[src/rtl/multiplier_datapath.sv]
// -----------------------------------------------------------------------------
// multiplier_datapath
//
// Shift-add datapath for an unsigned N x N sequential multiplier. A companion
// sequencer drives one-hot control strobes; this block holds the working
// register {C, A, Q}, the latched multiplicand M and the iteration counter.
// It feeds `register` and `count` back to the sequencer and presents the
// finished product.
//
// Parameters:
//   N   operand width in bits
//   CW  counter width; must be able to hold the value N
//
// Ports:
//   clk            rising-edge clock for all state
//   reset          asynchronous, active-high; clears all state
//   multiplicand   operand M, sampled while RESET is high
//   multiplier     operand Q, sampled while RESET is high
//   RESET          load strobe (sequencer Idle state)
//   ADD            {C,A} <= A + M
//   SHIFT          {C,A,Q} logical right shift by one
//   DECREMENT      count <= count - 1, saturating at 0
//   READY          sequencer Stop state; product is final
//   register       {C, A, Q}; bit 0 is the current multiplier LSB
//   count          remaining iterations
//   product        {A, Q}
//   product_valid  one-cycle pulse when the product register is loaded
//
// Configuration macro: MULT_PRODUCT_REG_EN
//   defined     -> product is registered on the rising edge of READY and
//                  product_valid pulses for one cycle at that load
//   undefined   -> product = {A, Q} combinationally, product_valid = 0,
//                  READY is unused
// -----------------------------------------------------------------------------
module multiplier_datapath #(
  parameter int N  = 4,
  parameter int CW = 3
) (
  input  logic           clk,
  input  logic           reset,
  input  logic [N-1:0]   multiplicand,
  input  logic [N-1:0]   multiplier,
  input  logic           RESET,
  input  logic           ADD,
  input  logic           SHIFT,
  input  logic           DECREMENT,
  input  logic           READY,
  output logic [2*N:0]   register,
  output logic [CW-1:0]  count,
  output logic [2*N-1:0] product,
  output logic           product_valid
);

  // ---------------------------------------------------------------------------
  // Working state
  // ---------------------------------------------------------------------------
  logic          c_q,     c_d;
  logic [N-1:0]  a_q,     a_d;
  logic [N-1:0]  q_q,     q_d;
  logic [N-1:0]  m_q,     m_d;
  logic [CW-1:0] count_q, count_d;

  // N+1-bit sum so the carry out of A lands in C.
  logic [N:0] sum;
  assign sum = {1'b0, a_q} + {1'b0, m_q};

  // ---------------------------------------------------------------------------
  // Next-state logic. Priority is RESET > SHIFT > ADD; DECREMENT runs on its
  // own but is swallowed by a load.
  // ---------------------------------------------------------------------------
  always_comb begin
    // NOTE: every output of this block is given a hold value first, so no
    // path through the if/else chain can leave one unassigned (no latches).
    c_d     = c_q;
    a_d     = a_q;
    q_d     = q_q;
    m_d     = m_q;
    count_d = count_q;

    if (RESET) begin
      c_d     = 1'b0;
      a_d     = '0;
      q_d     = multiplier;
      m_d     = multiplicand;
      count_d = CW'(N);
    end else begin
      if (SHIFT) begin
        // Logical right shift: old C enters A[N-1], A[0] enters Q[N-1].
        {c_d, a_d, q_d} = {1'b0, c_q, a_q, q_q[N-1:1]};
      end else if (ADD) begin
        // Q[0] is not re-checked here; the sequencer gates ADD with it.
        {c_d, a_d} = sum;
      end

      // Saturate at zero so a stray decrement never wraps to 2^CW-1.
      if (DECREMENT && (count_q != '0)) begin
        count_d = count_q - CW'(1);
      end
    end
  end

  // ---------------------------------------------------------------------------
  // State registers
  // ---------------------------------------------------------------------------
  always_ff @(posedge clk or posedge reset) begin
    if (reset) begin
      // NOTE: M is cleared along with the rest so an aborted multiply leaves
      // nothing behind; it is a handful of flops, not a memory array.
      c_q     <= 1'b0;
      a_q     <= '0;
      q_q     <= '0;
      m_q     <= '0;
      count_q <= '0;
    end else begin
      // NOTE: non-blocking assignments here so every register samples the
      // pre-edge values computed above, independent of statement order.
      c_q     <= c_d;
      a_q     <= a_d;
      q_q     <= q_d;
      m_q     <= m_d;
      count_q <= count_d;
    end
  end

  assign register = {c_q, a_q, q_q};
  assign count    = count_q;

  // ---------------------------------------------------------------------------
  // Product presentation
  // ---------------------------------------------------------------------------
`ifdef MULT_PRODUCT_REG_EN
  logic           ready_d;
  logic           capture;
  logic [2*N-1:0] product_q;
  logic           product_valid_q;

  // First cycle of Stop: READY high now, low on the previous cycle.
  assign capture = READY & ~ready_d;

  always_ff @(posedge clk or posedge reset) begin
    if (reset) begin
      ready_d         <= 1'b0;
      product_q       <= '0;
      product_valid_q <= 1'b0;
    end else begin
      ready_d         <= READY;
      product_valid_q <= capture;
      // Holds through the next multiply until the next capture.
      if (capture) begin
        product_q <= {a_q, q_q};
      end
    end
  end

  assign product       = product_q;
  assign product_valid = product_valid_q;
`else
  // READY has no role without the product register.
  logic ready_unused;
  assign ready_unused  = READY;

  assign product       = {a_q, q_q};
  assign product_valid = 1'b0;
`endif

endmodule

[config.mk]
export PLATFORM = sky130hd
export DESIGN_NAME = multiplier_datapath
export DESIGN_NICKNAME = d
export VERILOG_FILES = /design/src/rtl/multiplier_datapath.sv
export SDC_FILE = /design/constraint.sdc
export NUM_CORES = 1
export LEC_CHECK = 0
export ABC_AREA = 1
export CORE_MARGIN = 5
export CORE_UTILIZATION = 44
export CTS_BUF_LIST = sky130_fd_sc_hd__clkbuf_4
export DETAILED_ROUTE_END_ITERATION = 7
export GPL_TIMING_DRIVEN = 1
export MAX_ROUTING_LAYER = met4
export PLACE_DENSITY = 0.91
export SLEW_MARGIN = 20
export SYNTH_ARGS = -nofsm -noshare
export SYNTH_HDL_FRONTEND = slang
export SYNTH_SLANG_ARGS = --single-unit
[constraint.sdc]
create_clock -name clk -period 2 [get_ports clk]
set_input_delay 0.6 -clock clk [delete_from_list [all_inputs] [get_ports clk]]
set_output_delay 0.6 -clock clk [all_outputs]
set_load 0.02 [all_outputs]
==> metrics.txt, run 1 <==
VDD IR max 403 µV; Cell Area, Synth 950 µm²; total internal power about 0.57 mW; Top-Level Pins 36; crit-path max FO 5; Seq pwr share 45.0%; Synth Area in Adders 10.0%; CTS root buffer clkbuf_4; highest-count cells in the layout ignoring fill and taps clkdlybuf4s50_1 (29), nand2_1 (24), inv_1 (16), dfrtp_1 (16), o21ai_0 (9); CTS Hold Bufs 0; largest net degree at the start of global routing 17; Syn Nets 135; die width 56.5 µm; Post-Synthesis Cells 113; n_diodes 0; CP Buf/Inv Count 1; first-pass GRT wire length 3.72 mm; Final #Nets around 160; starting density of the core 47.4%; largest family of logic cells by synthesized area simple AND/OR/NAND/NOR gates; DP Wirelength about 1.7 mm; synth unique cells 23; Final Cycle Share between 90% and 100%; initial antenna violation count 0; Routed Antenna Nets 0; CP delay by family, top buffers and inverters; die area 3190 µm²; vias in the first global route 845; outcome completed; H-Tree Depth 1; IO Port Bufs 33; Max clock buf depth 2; CP cell instances clkdlybuf4s50_1; worst endpoint data arrival time between 1 and 1.5 ns; Avg Cell Area, Syn 8.40 µm²; Power Density 674 nW/µm²; GPL Wtd Cong 0.779; area fraction in compound gates after synthesis 12.6%; CTS Buf Count 3; Crit-path slowest cell clkdlybuf4s50_1; Sink Count 16; DRT Wirelength about 2.1 mm; Post-CTS Setup Bufs 0; Switching Share 33.7%; Core Util, Final 63.8%; 1st-iter DRT viols 17; Max Cap Viol 0; Slew Limit Fails 0; 1st-pass router iterations 4; core area about 2000 µm²; HP Class register to register; Hold Fails Final Rpt 0; setup slack after layout 0.0777 ns; Max-Slew Margin vs Limit between 50% and 60%; gr ovfl total 0; setup TNS 0 ns; CP startpoint kind register; xor/xnor share of the synthesized area 0%; Comb power frac 35.9%; NetSw 0.290 mW; crit path time final between 1.5 and 2 ns; Vias/cell 5.01; Seq cells post-synth 16; simple-gate portion of the synthesized area 18.2%; hold slack 0.491 ns; die height 56.5 µm; Total GRT Usage 14.9%; TritonCTS clock tree yes; worst skew pair latency between 0.2 and 0.3 ns; clock power share 19.1%; slowest stage delay, CP around 0.63 ns; Setup Skew 0.00715 ns; Vias 836; share of cells above drive strength 1 7.86%; row count 16; Setup CP Type register to primary output; YS warnings 0; Clock transition at path regs 0.09 ns; P&R area growth vs syn 34.5%; Fmax 520 MHz; DRC Markers 0; Setup WS pre-CTS 0.181 ns; RSZ-0062 raised after global routing no; mux cell area share after synthesis 1.05%; Critical Path End Type primary output; leakage power 0.675 nW; DR WL/cell 12.8 µm; Req. time, crit path 1.40 ns; Final setup viols 0; Tightest Pin Transition 0.604 ns; register area share after synthesis a little over two fifths; commonest non-fill, non-tap cell in the layout clkdlybuf4s50_1
-- tightest hold or removal path: cells and delay by family (launching register included) --
| kind | cells | cell delay (ns) |
|---|---|---|
| AND/OR/NAND/NOR | 2 | 0.11 |
| flip-flops | 1 | 0.36 |
-- routing by layer --
metal  share of wire [%]  GRT usage, %  up-vias
met5                   0             -        -
met4                0.79          4.07        0
met3                 7.7          4.36        3
met2                  49          25.2       41
met1                  42          17.0      383
li1                    -             -      409
-- kinds of logic after synthesis --
family                     Yosys count
and+or+nand+nor                     38
buffers and inverters               29
AOI/OAI and AO/OA                   21
DFF                                 16
adders and majority gates            7
muxes                                1
other                                1
-- cells in the mapped netlist (all sizes together) --
library cell	n	area share (%)
a22oi	1	0.79
mux2i	1	1.1
fa	1	2.1
a211oi	1	0.79
nor2	8	4.2
o211ai	1	0.79
inv	18	7.1
ha	6	7.9
buf	11	8.4
nand2	26	12
dfrtp	16	42
nand3	4	2.1
a21oi	4	2.1
conb	1	0.39
o221ai	1	0.92
o21ai	10	5.3
o22ai	3	2.0
-- state kept, by name, summed over array words and instances, names as in the netlist --
signal / cells
c_q: 1
m_q: 4
q_q: 4
count: 3
a_q: 4
-- through the flow --
stage | instance area (µm²) | total power [mW] | std cells
CTS | 1270 | 0.871 | 167
global placement | 1250 | 0.694 | 164
finish | 1280 | 0.861 | 167
detailed placement | 1250 | 0.706 | 164
floorplan | 950 | 0.582 | 113
global route | 1280 | 0.913 | 167
-- cell type report --
type | count | area (µm²)
tap | 27 | 33.8
multi-input combinational | 68 | 402
fill | 154 | 724
clock buffer | 3 | 22.5
sequential | 16 | 400
timing repair buffer | 35 | 352
inverter | 18 | 67.6
-- power by group through the flow --
stage | Clock (mW) | Combinational (mW) | Sequential (mW)
floorplan | 0 | 0.161 | 0.420
global placement | 0 | 0.302 | 0.392
detailed placement | 0 | 0.312 | 0.394
CTS | 0.169 | 0.314 | 0.388
global route | 0.181 | 0.338 | 0.393
finish | 0.164 | 0.309 | 0.388
-- path summary, 6_finish.rpt --
path | from | end | slack (ns) | cells past startpoint
hold reg to reg | m_q[2] | m_q[2] | 0.49 | 2
min in group asynchronous | reset | m_q[3] | 0.68 | 2
hold / removal | m_q[2] | m_q[2] | 0.49 | 2
max in group asynchronous | reset | count[1] | 0.93 | 2
setup / recovery | a_q[3] | register[7] | 0.08 | 1
setup reg to reg | a_q[0] | a_q[2] | 0.34 | 7
-- what timing repair did --
| action | in CTS | in global routing |
|---|---|---|
| pin swaps | 0 | 0 |
| resized for setup | 1 | 3 |
| setup endpoints to repair | 1 | 3 |
| hold endpoints to repair | 0 | 0 |
(Power assumes the default switching activity.)
==> run 2: changes to the inputs <==
--- a/config.mk
+++ b/config.mk
@@ -6,13 +6,16 @@
 export NUM_CORES = 1
 export LEC_CHECK = 0
 export ABC_AREA = 1
+export CORE_ASPECT_RATIO = 0.9
 export CORE_MARGIN = 5
 export CORE_UTILIZATION = 44
 export CTS_BUF_LIST = sky130_fd_sc_hd__clkbuf_4
+export CTS_CLUSTER_DIAMETER = 100
 export DETAILED_ROUTE_END_ITERATION = 7
 export GPL_TIMING_DRIVEN = 1
 export MAX_ROUTING_LAYER = met4
 export PLACE_DENSITY = 0.91
+export RECOVER_POWER = 25
 export SLEW_MARGIN = 20
 export SYNTH_ARGS = -nofsm -noshare
 export SYNTH_HDL_FRONTEND = slang
==> run 2 against run 1 <==
  * Global-route usage down 0.38 points
  * Fmax down 0.93%
  * Critical endpoint is now product[7]
  * Largest cell class unchanged
  * Design area down 0.29%
  * Setup slack worse by 0.018 ns
==> metrics.txt, run 2 (synthesis results as in run 1) <==
Switching Share 33.7% (+0.061 points); H-Tree Depth 1 (unchanged); Comb power frac 35.9% (about the same); crit path time final 1.94 ns (+0.0180 ns); row count 16 (unchanged); Power Density 677 nW/µm² (+0.42%); CP Buf/Inv Count 1 (unchanged); Vias/cell 4.96 (-0.96%); total internal power 0.571 mW (about the same); leakage power 0.682 nW (+1.1%); highest-count cells in the layout ignoring fill and taps clkdlybuf4s50_1 (28), nand2_1 (24), inv_1 (16), dfrtp_1 (16), o21ai_0 (9); Crit. path cell count 1 (unchanged); VDD IR max 403 µV (+0.16%); Tightest Pin Transition 0.601 ns (-0.00251 ns); Final Cycle Share 97.0% (+0.90 points); Final setup viols 0 (unchanged); Final #Nets 163 (-0.61%); Req. time, crit path 1.40 ns (about the same); Setup CP Type register to primary output; Max-Slew Margin vs Limit 59.9% (+0.17 points); Clock transition at path regs 0.09 ns (about the same); Routed Antenna Nets 0 (unchanged); NetSw 0.291 mW (+0.30%); starting density of the core 44.8% (-2.7 points); CP delay by family, top buffers and inverters; CTS Hold Bufs 0 (unchanged); Overall Power 0.862 mW (+0.12%); CP startpoint kind register; largest net degree at the start of global routing 17 (unchanged); Critical Path End Type primary output; Setup Skew 0.000913 ns (-0.00624 ns); DR WL/cell 12.8 µm (-0.24%); Max clock buf depth 2 (unchanged); 1st-pass router iterations 4 (unchanged); vias in the first global route 801 (-5.2%); Vias 823 (-1.6%); 1st-iter DRT viols 8 (-9); Slew Limit Fails 0 (unchanged); worst skew pair latency 0.28 ns (about the same); Hold Fails Final Rpt 0 (unchanged); DRT Wirelength 2.12 mm (-0.84%); Crit-path slowest cell clkdlybuf4s50_1; P&R area growth vs syn 34.1%; Post-CTS Setup Bufs 0 (unchanged); Gates resized, CTS repair 0 (-1); first-pass GRT wire length 3.40 mm (-8.6%); commonest non-fill, non-tap cell in the layout clkdlybuf4s50_1; worst endpoint data arrival time 1.34 ns (+0.02 ns); Fmax 515 MHz (-0.93%); DP Wirelength 1.71 mm (-0.58%); TritonCTS clock tree yes; Largest regs a_q (4), m_q (4), q_q (4); n_diodes 0 (unchanged); clock power share 18.9% (-0.2 points); CTS Buf Count 3 (unchanged); CTS root buffer clkbuf_4; die area 3190 µm² (about the same); CP cell instances clkdlybuf4s50_1; FF-to-FF path depth 7 (unchanged); DRC Markers 0 (unchanged); HP Class register to register; core area 2120 µm² (+6.0%); Total GRT Usage 14.5% (-0.38 points); initial antenna violation count 0 (unchanged); Seq pwr share 45.2% (+0.2 points); crit-path max FO 5 (unchanged); setup TNS 0 ns (unchanged); die height 54.1 µm (-4.2%); outcome completed; Sink Count 16 (unchanged); slowest stage delay, CP 0.63 ns (about the same); GPL Wtd Cong 0.917 (+18%); die width 59.0 µm (+4.5%); Max Cap Viol 0 (unchanged); share of cells above drive strength 1 7.19% (-0.66 points); RSZ-0062 raised after global routing no; Top-Level Pins 36 (unchanged); gr ovfl total 0 (unchanged); IO Port Bufs 33 (unchanged); hold-critical path depth 2 (unchanged)
run 2: changes by cell type in the layout (fill, tap and decap cells not counted):
| cell | change |
|---|---|
| dlygate4sd3_1 | +1 |
| dlymetal6s2s_1 | +1 |
| dlygate4sd2_1 | -1 |
| buf_4 | -1 |
| clkdlybuf4s50_1 | -1 |
run 2: cell type report:
cell class                 count  area, µm²
clock buffer                   3       22.5
fill                         202        848
inverter                      18       67.6
multi-input combinational     68        402
sequential                    16        400
tap                           27       33.8
timing repair buffer          34        348
run 2: final timing paths:
check / to / slack, ns / from
worst min-delay path: m_q[2] / 0.49 / m_q[2]
worst max register to register: a_q[2] / 0.38 / a_q[0]
max in group asynchronous: q_q[2] / 0.80 / reset
worst min register to register: m_q[2] / 0.49 / m_q[2]
min in group asynchronous: m_q[2] / 0.82 / reset
worst max-delay path: product[7] / 0.06 / a_q[3]
run 2: stage by stage:
step	setup slack (ns)	hold WS, ns	instances	utilization [%]	cell area (µm²)
after floorplan	0.440	0.446	113	-	950
after global placement	0.168	0.465	163	58.5	1240
after detailed placement	0.170	0.478	163	58.5	1240
after CTS	0.00529	0.498	166	59.6	1260
after global routing	0.0185	0.527	166	60.0	1270
final	0.0597	0.493	166	60.0	1270
run 2: power groups by stage:
stage	Sequential, mW	Combinational [mW]	Clock (mW)
after floorplan	0.420	0.161	0
after global placement	0.392	0.297	0
after detailed placement	0.395	0.311	0
after CTS	0.390	0.315	0.166
after global routing	0.395	0.338	0.179
final	0.389	0.310	0.163
run 2: routing by layer:
layer  wire length (µm)  track usage (%)  up-vias
li1                   -                -      406
met1                857             16.1      380
met2               1080             25.9       35
met3                164             3.12        2
met4                 19             4.91        0
met5                  0                -        -
